==> src/rtl/matd_pkg.sv <==
`default_nettype none
// ============================================================================
// Module      : matd_pkg
// Description : Shared defaults, accumulator width and FSM state encoding
//               for the matrix-D streaming reader.
// Revision    : 1.0 - initial release
// ============================================================================
package matd_pkg;

  // Default geometry and bus widths of matrix D
  localparam int M_DEF    = 3;
  localparam int R_DEF    = 5;
  localparam int BASE_DEF = 1;
  localparam int AW_DEF   = 8;
  localparam int DW_DEF   = 32;

  // Row accumulator width: four guard bits cover up to 16 columns
  localparam int ACCW = DW_DEF + 4;

  // Reader FSM encoding (explicit width, legacy-compatible constants)
  localparam logic [2:0] ST_IDLE    = 3'd0;
  localparam logic [2:0] ST_ISSUE   = 3'd1;
  localparam logic [2:0] ST_CAPTURE = 3'd2;
  localparam logic [2:0] ST_HOLD    = 3'd3;
  localparam logic [2:0] ST_DONE    = 3'd4;

  typedef enum logic [2:0] {
    S_IDLE    = ST_IDLE,
    S_ISSUE   = ST_ISSUE,
    S_CAPTURE = ST_CAPTURE,
    S_HOLD    = ST_HOLD,
    S_DONE    = ST_DONE
  } matd_state_e;

endpackage : matd_pkg
`default_nettype wire

==> src/rtl/matd_row_acc.sv <==
`default_nettype none
// ============================================================================
// Module      : matd_row_acc
// Description : Unsigned per-row accumulator. Adds every handshaken element;
//               on the row-end handshake publishes the row total and pulses
//               row_sum_valid_o for one cycle, then restarts from zero.
// Revision    : 1.0 - initial release
// ============================================================================
module matd_row_acc
  import matd_pkg::*;
#(
  parameter int DW   = DW_DEF,
  parameter int ACCW = DW + 4
) (
  input  logic            clk,
  input  logic            reset,
  input  logic [DW-1:0]   elem_i,
  input  logic            hs_i,
  input  logic            row_end_i,
  output logic [ACCW-1:0] row_sum_o,
  output logic            row_sum_valid_o
);

  logic [ACCW-1:0] acc_q;
  logic [ACCW-1:0] sum_q;
  logic            pulse_q;
  logic [ACCW-1:0] acc_plus_w;

  assign acc_plus_w = acc_q + ACCW'(elem_i);

  // Accumulate on handshake; close the row and pulse on the last column
  always_ff @(posedge clk or posedge reset) begin
    if (reset) begin
      acc_q   <= '0;
      sum_q   <= '0;
      pulse_q <= 1'b0;
    end else begin
      pulse_q <= hs_i & row_end_i;
      if (hs_i) begin
        if (row_end_i) begin
          sum_q <= acc_plus_w;
          acc_q <= '0;
        end else begin
          acc_q <= acc_plus_w;
        end
      end
    end
  end

  assign row_sum_o       = sum_q;
  assign row_sum_valid_o = pulse_q;

endmodule : matd_row_acc
`default_nettype wire

==> src/rtl/matd_reader.sv <==
`default_nettype none
// ============================================================================
// Module      : matd_reader
// Description : Streams matrix D (M x R, row-major) out of a BRAM with a
//               registered read port, one element per valid/ready handshake.
//               Optional feature macro: MATD_ROWSUM_EN adds per-row sums.
// Revision    : 1.0 - initial release
// ============================================================================
module matd_reader
  import matd_pkg::*;
#(
  parameter int M    = M_DEF,
  parameter int R    = R_DEF,
  parameter int BASE = BASE_DEF,
  parameter int AW   = AW_DEF,
  parameter int DW   = DW_DEF
) (
  input  logic          clk,
  input  logic          reset,
  input  logic          wrD_done,
  output logic [AW-1:0] addrbD,
  input  logic [DW-1:0] doutbD,
  output logic [DW-1:0] out_data,
  output logic          out_valid,
  input  logic          out_ready,
  output logic          out_last,
  output logic          done
`ifdef MATD_ROWSUM_EN
  ,
  output logic [DW+3:0] row_sum,
  output logic          row_sum_valid
`endif
);

  localparam int IW = (M > 1) ? $clog2(M) : 1;
  localparam int JW = (R > 1) ? $clog2(R) : 1;

  matd_state_e   state_q, state_d;
  logic [IW-1:0] i_q, i_d;
  logic [JW-1:0] j_q, j_d;
  logic [AW-1:0] addr_q, addr_d;
  logic [DW-1:0] data_q, data_d;
  logic          valid_q, valid_d;
  logic          last_q, last_d;
  logic          done_q, done_d;

  logic          hs_w;
  logic          row_end_w;
  logic          elem_last_w;

  // valid_q is only ever set in HOLD, so ready alone cannot advance anything
  assign hs_w        = valid_q & out_ready;
  assign row_end_w   = (j_q == JW'(R - 1));
  assign elem_last_w = (i_q == IW'(M - 1)) && row_end_w;

  // Next-state logic: issue, capture, hold until handshake, then advance
  always_comb begin
    state_d = state_q;
    i_d     = i_q;
    j_d     = j_q;
    addr_d  = addr_q;
    data_d  = data_q;
    valid_d = valid_q;
    last_d  = last_q;
    done_d  = done_q;
    case (state_q)
      S_IDLE: begin
        addr_d = AW'(BASE);
        if (wrD_done) state_d = S_ISSUE;
      end
      S_ISSUE: begin
        state_d = S_CAPTURE;
      end
      S_CAPTURE: begin
        data_d  = doutbD;
        valid_d = 1'b1;
        last_d  = elem_last_w;
        state_d = S_HOLD;
      end
      S_HOLD: begin
        if (hs_w) begin
          valid_d = 1'b0;
          last_d  = 1'b0;
          if (elem_last_w) begin
            // Address stays on the final element; never runs past the matrix
            state_d = S_DONE;
            done_d  = 1'b1;
          end else begin
            state_d = S_ISSUE;
            addr_d  = addr_q + AW'(1);
            if (row_end_w) begin
              j_d = '0;
              i_d = i_q + IW'(1);
            end else begin
              j_d = j_q + JW'(1);
            end
          end
        end
      end
      S_DONE: begin
        done_d  = 1'b1;
        valid_d = 1'b0;
      end
      default: begin
        state_d = S_IDLE;
      end
    endcase
  end

  // State registers with asynchronous reset to the idle/base condition
  always_ff @(posedge clk or posedge reset) begin
    if (reset) begin
      state_q <= S_IDLE;
      i_q     <= '0;
      j_q     <= '0;
      addr_q  <= AW'(BASE);
      data_q  <= '0;
      valid_q <= 1'b0;
      last_q  <= 1'b0;
      done_q  <= 1'b0;
    end else begin
      state_q <= state_d;
      i_q     <= i_d;
      j_q     <= j_d;
      addr_q  <= addr_d;
      data_q  <= data_d;
      valid_q <= valid_d;
      last_q  <= last_d;
      done_q  <= done_d;
    end
  end

  assign addrbD    = addr_q;
  assign out_data  = data_q;
  assign out_valid = valid_q;
  assign out_last  = last_q;
  assign done      = done_q;

`ifdef MATD_ROWSUM_EN
  matd_row_acc #(
    .DW   (DW),
    .ACCW (DW + 4)
  ) u_row_acc (
    .clk             (clk),
    .reset           (reset),
    .elem_i          (data_q),
    .hs_i            (hs_w),
    .row_end_i       (row_end_w),
    .row_sum_o       (row_sum),
    .row_sum_valid_o (row_sum_valid)
  );
`endif

endmodule : matd_reader
`default_nettype wire

==> config.mk <==
export PLATFORM = sky130hd
export DESIGN_NAME = matd_reader
export DESIGN_NICKNAME = d
export VERILOG_FILES = /design/src/rtl/matd_pkg.sv /design/src/rtl/matd_row_acc.sv /design/src/rtl/matd_reader.sv
export SDC_FILE = /design/constraint.sdc
export NUM_CORES = 1
export LEC_CHECK = 0
export CAP_MARGIN = 20
export CORE_MARGIN = 8
export CORE_UTILIZATION = 44
export DETAILED_ROUTE_END_ITERATION = 7
export PLACE_DENSITY = 0.76
export RECOVER_POWER = 100
export SLEW_MARGIN = 20
export SYNTH_ARGS = -nofsm -noshare
export SYNTH_HDL_FRONTEND = slang
export SYNTH_SLANG_ARGS = --single-unit
==> constraint.sdc <==
create_clock -name clk -period 1.9 [get_ports clk]
set_input_delay 0.285 -clock clk [delete_from_list [all_inputs] [get_ports clk]]
set_output_delay 0.285 -clock clk [all_outputs]
set_load 0.02 [all_outputs]
==> results of run 1 <==
## worst min-delay path by stage
stage                   start     endpoint  slack, ns  depth (start not counted)
floorplan           doutbD[0]  out_data[0]       0.44                          1
global placement    addrbD[7]    addrbD[7]       0.47                          1
detailed placement       done         done       0.47                          1
CTS                     reset    addrbD[3]       0.36                          3
global route             done         done       0.52                          1
finish                   done         done       0.48                          1
## layout make-up
class                      instances  area, um2
tap                               67       83.8
inverter                           5       18.8
multi-input combinational        105        822
timing repair buffer              85        827
clock buffer                       7       76.3
fill                             385       1620
sequential                        51       1280
clock inverter                     1       30.0
## state kept, by name (all words and copies together), names as in the netlist
signal,cells
out_data,32
addrbD,8
j_q,3
state_q,3
i_q,2
done,1
out_last,1
out_valid,1
## power breakdown
part | switching, mW | internal (mW) | total, mW
Combinational | 1.07 | 1.08 | 2.15
Clock | 0.322 | 0.394 | 0.716
Sequential | 0.237 | 1.54 | 1.78
## placed cells by master, fill, tap and decap left out, drive strengths merged, types with 2 or more instances in the layout
cell type	count
nand3	4
o31ai	2
a211oi	2
a31oi	2
inv	4
o21ai	6
ha	4
mux2i	3
mux2	32
nand2	14
buf	4
and2	2
and3	4
dfrtp	50
clkbuf	10
clkdlybuf4s50	36
nor2	6
dlygate4sd3	42
a21oi	7
## cells by family after synthesis
| logic type | Yosys count | share of synthesized area |
|---|---|---|
| flops | 51 | 0.585 |
| mux | 35 | 0.179 |
| fa+ha+maj | 4 | 0.0229 |
| compound gates | 25 | 0.0728 |
| xor+xnor | 1 | 0.00401 |
| simple gates | 40 | 0.0980 |
| buf+inv | 12 | 0.0384 |
## through the flow
stage	std cells	area, um2
after detailed placement	313	3070
after CTS	321	3170
after floorplan	168	2180
final	321	3140
after global routing	321	3140
after global placement	313	3070
## layer usage
metal	GRT usage	wire length, um
met5	0	0
met4	0.0516	65
met3	0.0529	443
met2	0.222	2440
met1	0.142	1930
==> results.toml, run 1 <==
[final_layout]
areaGrowthSynthToFinish_pct = 43.6
fin_util = 0.659
diodes = 0
fin_nets = 293
drive_gt1_frac = 0.205

[timing]
final-hold-violation-count = 0
slew_headroom = 0.183
fin_ws_ns = 0.127
rsz0062_at_grt = "no"
worst_slew_pin_slew_ns = 1.23
finalClockSkew_ns = 0.0114
timing.setup.tns_ns = 0
setup_viol = 0
drv_slew = 0
timing.hold.ws_ns = 0.480
fmax_mhz = 564
finalCriticalPeriod_ns = 1.77
post-route-period-util = 0.933

[synthesis]
yosysWarnings = 0
yosysUniqueCellTypes = 40
synth-seq-area-share = 0.585
syn_avg_cell_area_um2 = 13.0
synth_most_common_cell = "dfrtp_1"
synth.top_cell.area_share = 0.573
synth_flop_cell = "dfrtp_1"
syn_inst = 168
ys_ff_latch = 51
async_reset_ff_frac = 1.00
synthesis.area_um2 = 2180
yosysTopAreaCell = "dfrtp_1"
synth_nets = 208
synth_edf_count = 0
synthTopCellsByArea = "dfrtp_1 (57%), mux2_2 (17%), nand2_1 (2.4%), ha_1 (2.3%), buf_6 (2.1%)"
ys_top_cells_by_count = "dfrtp_1 (50), mux2_2 (32), nand2_1 (14), a21oi_1 (7), o21ai_0 (6)"

[setup_path]
critical-path-slowest-cell = "dfrtp_1"
critPathTopFamily = "simple AND/OR/NAND/NOR gates"
cp_max_fo = 31
cp.depth = 4
startpoint_type = "flip-flop"
r2r_slack_ns = 0.13
reg2reg_depth = 4
worst-setup-path-type = "flip-flop to flip-flop"
arrival_ns = 1.95
worstReg2RegStart = "state_q[2]"
cp_num_buf_inv = 1
crit_path_start = "state_q[2]"
cpPeakStageDelay_ns = 0.46
path_cells = "or2b_2 -> nor2_4 -> buf_6 -> mux2_2"
critPathCaptureType = "flip-flop"
reg2reg_to = "out_data[24]"
cp-endpoint = "out_data[24]"
cp.required_ns = 2.08

[floorplanning]
row_count = 25
fp.dieH_um = 86.4
die_area_um2 = 7470
die_w_um = 86.4
initial_core_util = 0.459
ioPinCount = 79
core_area_um2 = 4750

[place]
gp_congestion = 0.786
dp_slack_ns = 0.0545
hpwlAfterDp_um = 3710
io_buffers = 78

[routing]
first_pass_iters = 4
drtAntennaViolNets = 0
vias_per_cell = 4.95
drc = 0
wire_per_inst_um = 15.2
vias = 1589
drt-initial-drc-count = 85
drt-total-wl_um = 4870

[cts]
clk_pin_slew_ns = 0.09
clock_latency_ns = 0.29
clock-sinks = 51
cts_max_level = 2
cts_buffers = 5
cts_root_buf = "clkbuf_8"
cts_tree = "yes"
postCtsHoldBufs = 0
post_cts_resized = 0
cts_max_path_buffers = 2
postCtsSetupRepairBufs = 0

[flow_run]
max_cap_violations = 0

[pwr]
p_leak_nw = 1.37
vdd_drop_max_mv = 0.731
total_power_mw = 4.65
power_density_nw_per_um2 = 1480

[hold_path]
hold_class = "flip-flop to flip-flop"

[global_route]
antenna_found_initial = 0
grt_pass1_wl_um = 7750
overflow = 0
grt_max_degree = 52
track_usage = 0.131
grt_pass1_vias = 1648

[outcome]
status = "complete, no violations"
(Power assumes the default switching activity.)
==> run 2, diff against run 1 <==
CORE_UTILIZATION = 40   (was 44)
PLACE_DENSITY = 0.7   (was 0.76)
SLEW_MARGIN = not set   (was 20)
==> results.toml, run 2 (synthesized netlist as in run 1, its figures left out) <==
[final_layout]
diodes = 0
fin_area_um2 = 3160
drive_gt1_frac = 0.216
stdcell_count = 327
mostFrequentLayoutCell = "dfrtp_1"
nFillCells = 468
areaGrowthSynthToFinish_pct = 44.6
largest_register_ffs = 32
multiInputGateArea_um2 = 822
fin_util = 0.584
fin_nets = 294
layout_common_cells = "dfrtp_1 (50), dlygate4sd3_1 (42), clkdlybuf4s50_1 (36), mux2_2 (32), nand2_1 (14)"
area.sequential_um2 = 1280

[global_route]
grt_max_degree = 52
track_usage = 0.125
grt_pass1_vias = 1680
overflow = 0
grt_pass1_wl_um = 8310
antenna_found_initial = 0

[timing]
fin_ws_ns = 0.146
setup_viol = 0
worst_slew_pin_slew_ns = 1.25
fmax_mhz = 570
post-route-period-util = 0.923
finalClockSkew_ns = 0.00982
slew_headroom = 0.168
timing.hold.ws_ns = 0.484
rsz0062_at_grt = "no"
timing.setup.tns_ns = 0
drv_slew = 0
final-hold-violation-count = 0
finalCriticalPeriod_ns = 1.75

[pwr]
vdd_drop_max_mv = 0.706
total_power_mw = 4.70
power_density_nw_per_um2 = 1490
p_leak_nw = 1.38

[floorplanning]
core_area_um2 = 5410
initial_core_util = 0.404
fp.dieH_um = 89.9
die_area_um2 = 8080
ioPinCount = 79
row_count = 27
die_w_um = 89.9

[hold_path]
hold_class = "flip-flop to flip-flop"

[outcome]
status = "complete, no violations"

[setup_path]
critPathTopFamily = "buffers and inverters"
worst-setup-path-type = "flip-flop to output port"
startpoint_type = "flip-flop"
cpPeakStageDelay_ns = 0.61
arrival_ns = 1.47
cp_max_fo = 4
cp.required_ns = 1.62
critical-path-slowest-cell = "clkdlybuf4s50_1"
critPathCaptureType = "output port"
path_cells = "clkdlybuf4s50_1"
cp_num_buf_inv = 1

[routing]
drt-initial-drc-count = 73
drtAntennaViolNets = 0
drc = 0
vias = 1599
drt-total-wl_um = 4900
wire_per_inst_um = 15.0
vias_per_cell = 4.89
first_pass_iters = 4

[cts]
cts_max_path_buffers = 2
post_cts_resized = 0
cts_buffers = 5
postCtsHoldBufs = 0
clk_pin_slew_ns = 0.09
cts_tree = "yes"
clock_latency_ns = 0.30
clock-sinks = 51
postCtsSetupRepairBufs = 0
cts_root_buf = "clkbuf_8"
cts_max_level = 2

[place]
io_buffers = 78
dp_slack_ns = 0.0940
hpwlAfterDp_um = 3680
placed_cell_area_um2 = 3080
gp_congestion = 0.840
dpl.cell_count = 319

[flow_run]
max_cap_violations = 0
-- run 2: changes by cell type in the layout (fill, tap and decap cells not counted) --
cell	change
buf_4	+1
clkbuf_1	-2
buf_6	-1
clkbuf_4	+1
clkinv_2	+1
clkbuf_8	+1
-- run 2: path summary, 6_finish.rpt --
path	start	to	slack, ns	cells after the start
setup / recovery	addrbD[0]	addrbD[0]	0.15	1
hold / removal	addrbD[7]	addrbD[7]	0.48	1
setup reg to reg	state_q[2]	out_data[30]	0.15	4
hold reg to reg	addrbD[7]	addrbD[7]	0.48	1
max in group asynchronous	reset	out_last	0.44	3
min in group asynchronous	reset	state_q[2]	0.71	3
-- run 2: layer usage --
| layer | routed length [um] | global-route usage | vias to the layer above |
|---|---|---|---|
| li1 | - | - | 774 |
| met1 | 2080 | 0.150 | 757 |
| met2 | 2210 | 0.181 | 66 |
| met3 | 559 | 0.0723 | 2 |
| met4 | 47 | 0.0472 | 0 |
| met5 | 0 | 0 | - |
-- run 2: final cells by class --
cell class,instances,area share
flip-flops and latches,51,0.405
repair buffers,86,0.263
multi-input cells,105,0.260
inverters,5,0.00595
well taps,72,0.0285
clock inverters,2,0.0111
clock buffers,6,0.0262
-- run 2: power breakdown --
part	internal, mW	leakage (nW)	switching [mW]
sequential	1.54	0.617	0.234
clock	0.426	0.0612	0.349
combinational	1.08	0.705	1.07
total	3.05	1.38	1.65
==> run 3, diff against run 2 <==
PLACE_DENSITY = 0.73   (was 0.7)
==> results.toml, run 3 (synthesized netlist as in run 1, its figures left out) <==
[cts]
post_cts_resized = 0
cts_tree = "yes"
cts_max_level = 2
cts_root_buf = "clkbuf_8"
clk_pin_slew_ns = 0.09
clock-sinks = 51
postCtsHoldBufs = 0
cts_buffers = 5
clock_latency_ns = 0.31
postCtsSetupRepairBufs = 0
cts_max_path_buffers = 2

[final_layout]
diodes = 0
mostFrequentLayoutCell = "dfrtp_1"
fin_util = 0.578
fin_area_um2 = 3120
fin_nets = 292
multiInputGateArea_um2 = 821
areaGrowthSynthToFinish_pct = 43.0
layout_common_cells = "dfrtp_1 (50), dlygate4sd3_1 (42), clkdlybuf4s50_1 (36), mux2_2 (32), nand2_1 (14)"
stdcell_count = 325
drive_gt1_frac = 0.198
largest_register_ffs = 32
nFillCells = 478
area.sequential_um2 = 1280

[timing]
finalClockSkew_ns = 0.00617
finalCriticalPeriod_ns = 1.77
setup_viol = 0
final-hold-violation-count = 0
fmax_mhz = 564
slew_headroom = 0.162
timing.hold.ws_ns = 0.469
post-route-period-util = 0.933
drv_slew = 0
worst_slew_pin_slew_ns = 1.26
timing.setup.tns_ns = 0
fin_ws_ns = 0.127
rsz0062_at_grt = "no"

[flow_run]
max_cap_violations = 0

[routing]
vias_per_cell = 4.84
drt-initial-drc-count = 76
drt-total-wl_um = 4890
wire_per_inst_um = 15.0
drc = 0
vias = 1574
first_pass_iters = 4
drtAntennaViolNets = 0

[floorplanning]
initial_core_util = 0.404
core_area_um2 = 5410
fp.dieH_um = 89.9
die_w_um = 89.9
row_count = 27
die_area_um2 = 8080
ioPinCount = 79

[place]
io_buffers = 78
dp_slack_ns = 0.0959
placed_cell_area_um2 = 3060
hpwlAfterDp_um = 3560
dpl.cell_count = 317
gp_congestion = 0.732

[pwr]
p_leak_nw = 1.36
vdd_drop_max_mv = 0.886
total_power_mw = 4.59
power_density_nw_per_um2 = 1470

[global_route]
antenna_found_initial = 0
grt_pass1_wl_um = 8270
grt_pass1_vias = 1645
track_usage = 0.123
overflow = 0
grt_max_degree = 52

[setup_path]
arrival_ns = 1.97
reg2reg_depth = 4
cp_max_fo = 11
startpoint_type = "flip-flop"
critPathCaptureType = "flip-flop"
cp.required_ns = 2.09
worst-setup-path-type = "flip-flop to flip-flop"

[outcome]
status = "complete, no violations"

[hold_path]
hold_class = "flip-flop to flip-flop"
worstHoldPathCells = 1
-- run 3: changes by cell type in the layout (fill, tap and decap cells not counted), sizes merged --
cell,before,now
buf,4,2
bufinv,1,0
clkbuf,10,11
-- run 3: where the power goes --
part	internal, mW	switching (mW)	total [mW]
clock network	0.295	0.358	0.653
logic	1.08	1.06	2.14
registers	1.54	0.246	1.79
-- run 3: routing by layer --
| metal | GRT usage | up-vias | wire [um] |
|---|---|---|---|
| met1 | 0.147 | 744 | 2150 |
| met4 | 0.0333 | 0 | 54 |
| li1 | - | 770 | - |
| met3 | 0.0806 | 6 | 597 |
| met2 | 0.179 | 54 | 2090 |
| met5 | 0 | - | 0 |
-- run 3: final timing paths --
check / end / slack (ns) / startpoint
hold reg to reg: done / 0.47 / done
setup / recovery: out_data[30] / 0.13 / state_q[1]
setup reg to reg: out_data[30] / 0.13 / state_q[1]
hold / removal: done / 0.47 / done
max in group asynchronous: out_last / 0.45 / reset
min in group asynchronous: out_data[29] / 0.70 / reset
-- run 3: worst max-delay path, stage by stage, from the launching register on --
cell	delay [ns]
dfrtp_1	0.52
or2b_2	0.39
nor2_4	0.14
clkbuf_1	0.25
mux2_2	0.37
-- run 3: final cells by class --
| type | count | share of cell area |
|---|---|---|
| clock inverter | 1 | 0.00160 |
| multi-input combinational | 105 | 0.263 |
| tap | 72 | 0.0288 |
| clock buffer | 7 | 0.0276 |
| inverter | 5 | 0.00601 |
| timing repair buffer | 84 | 0.264 |
| sequential | 51 | 0.409 |
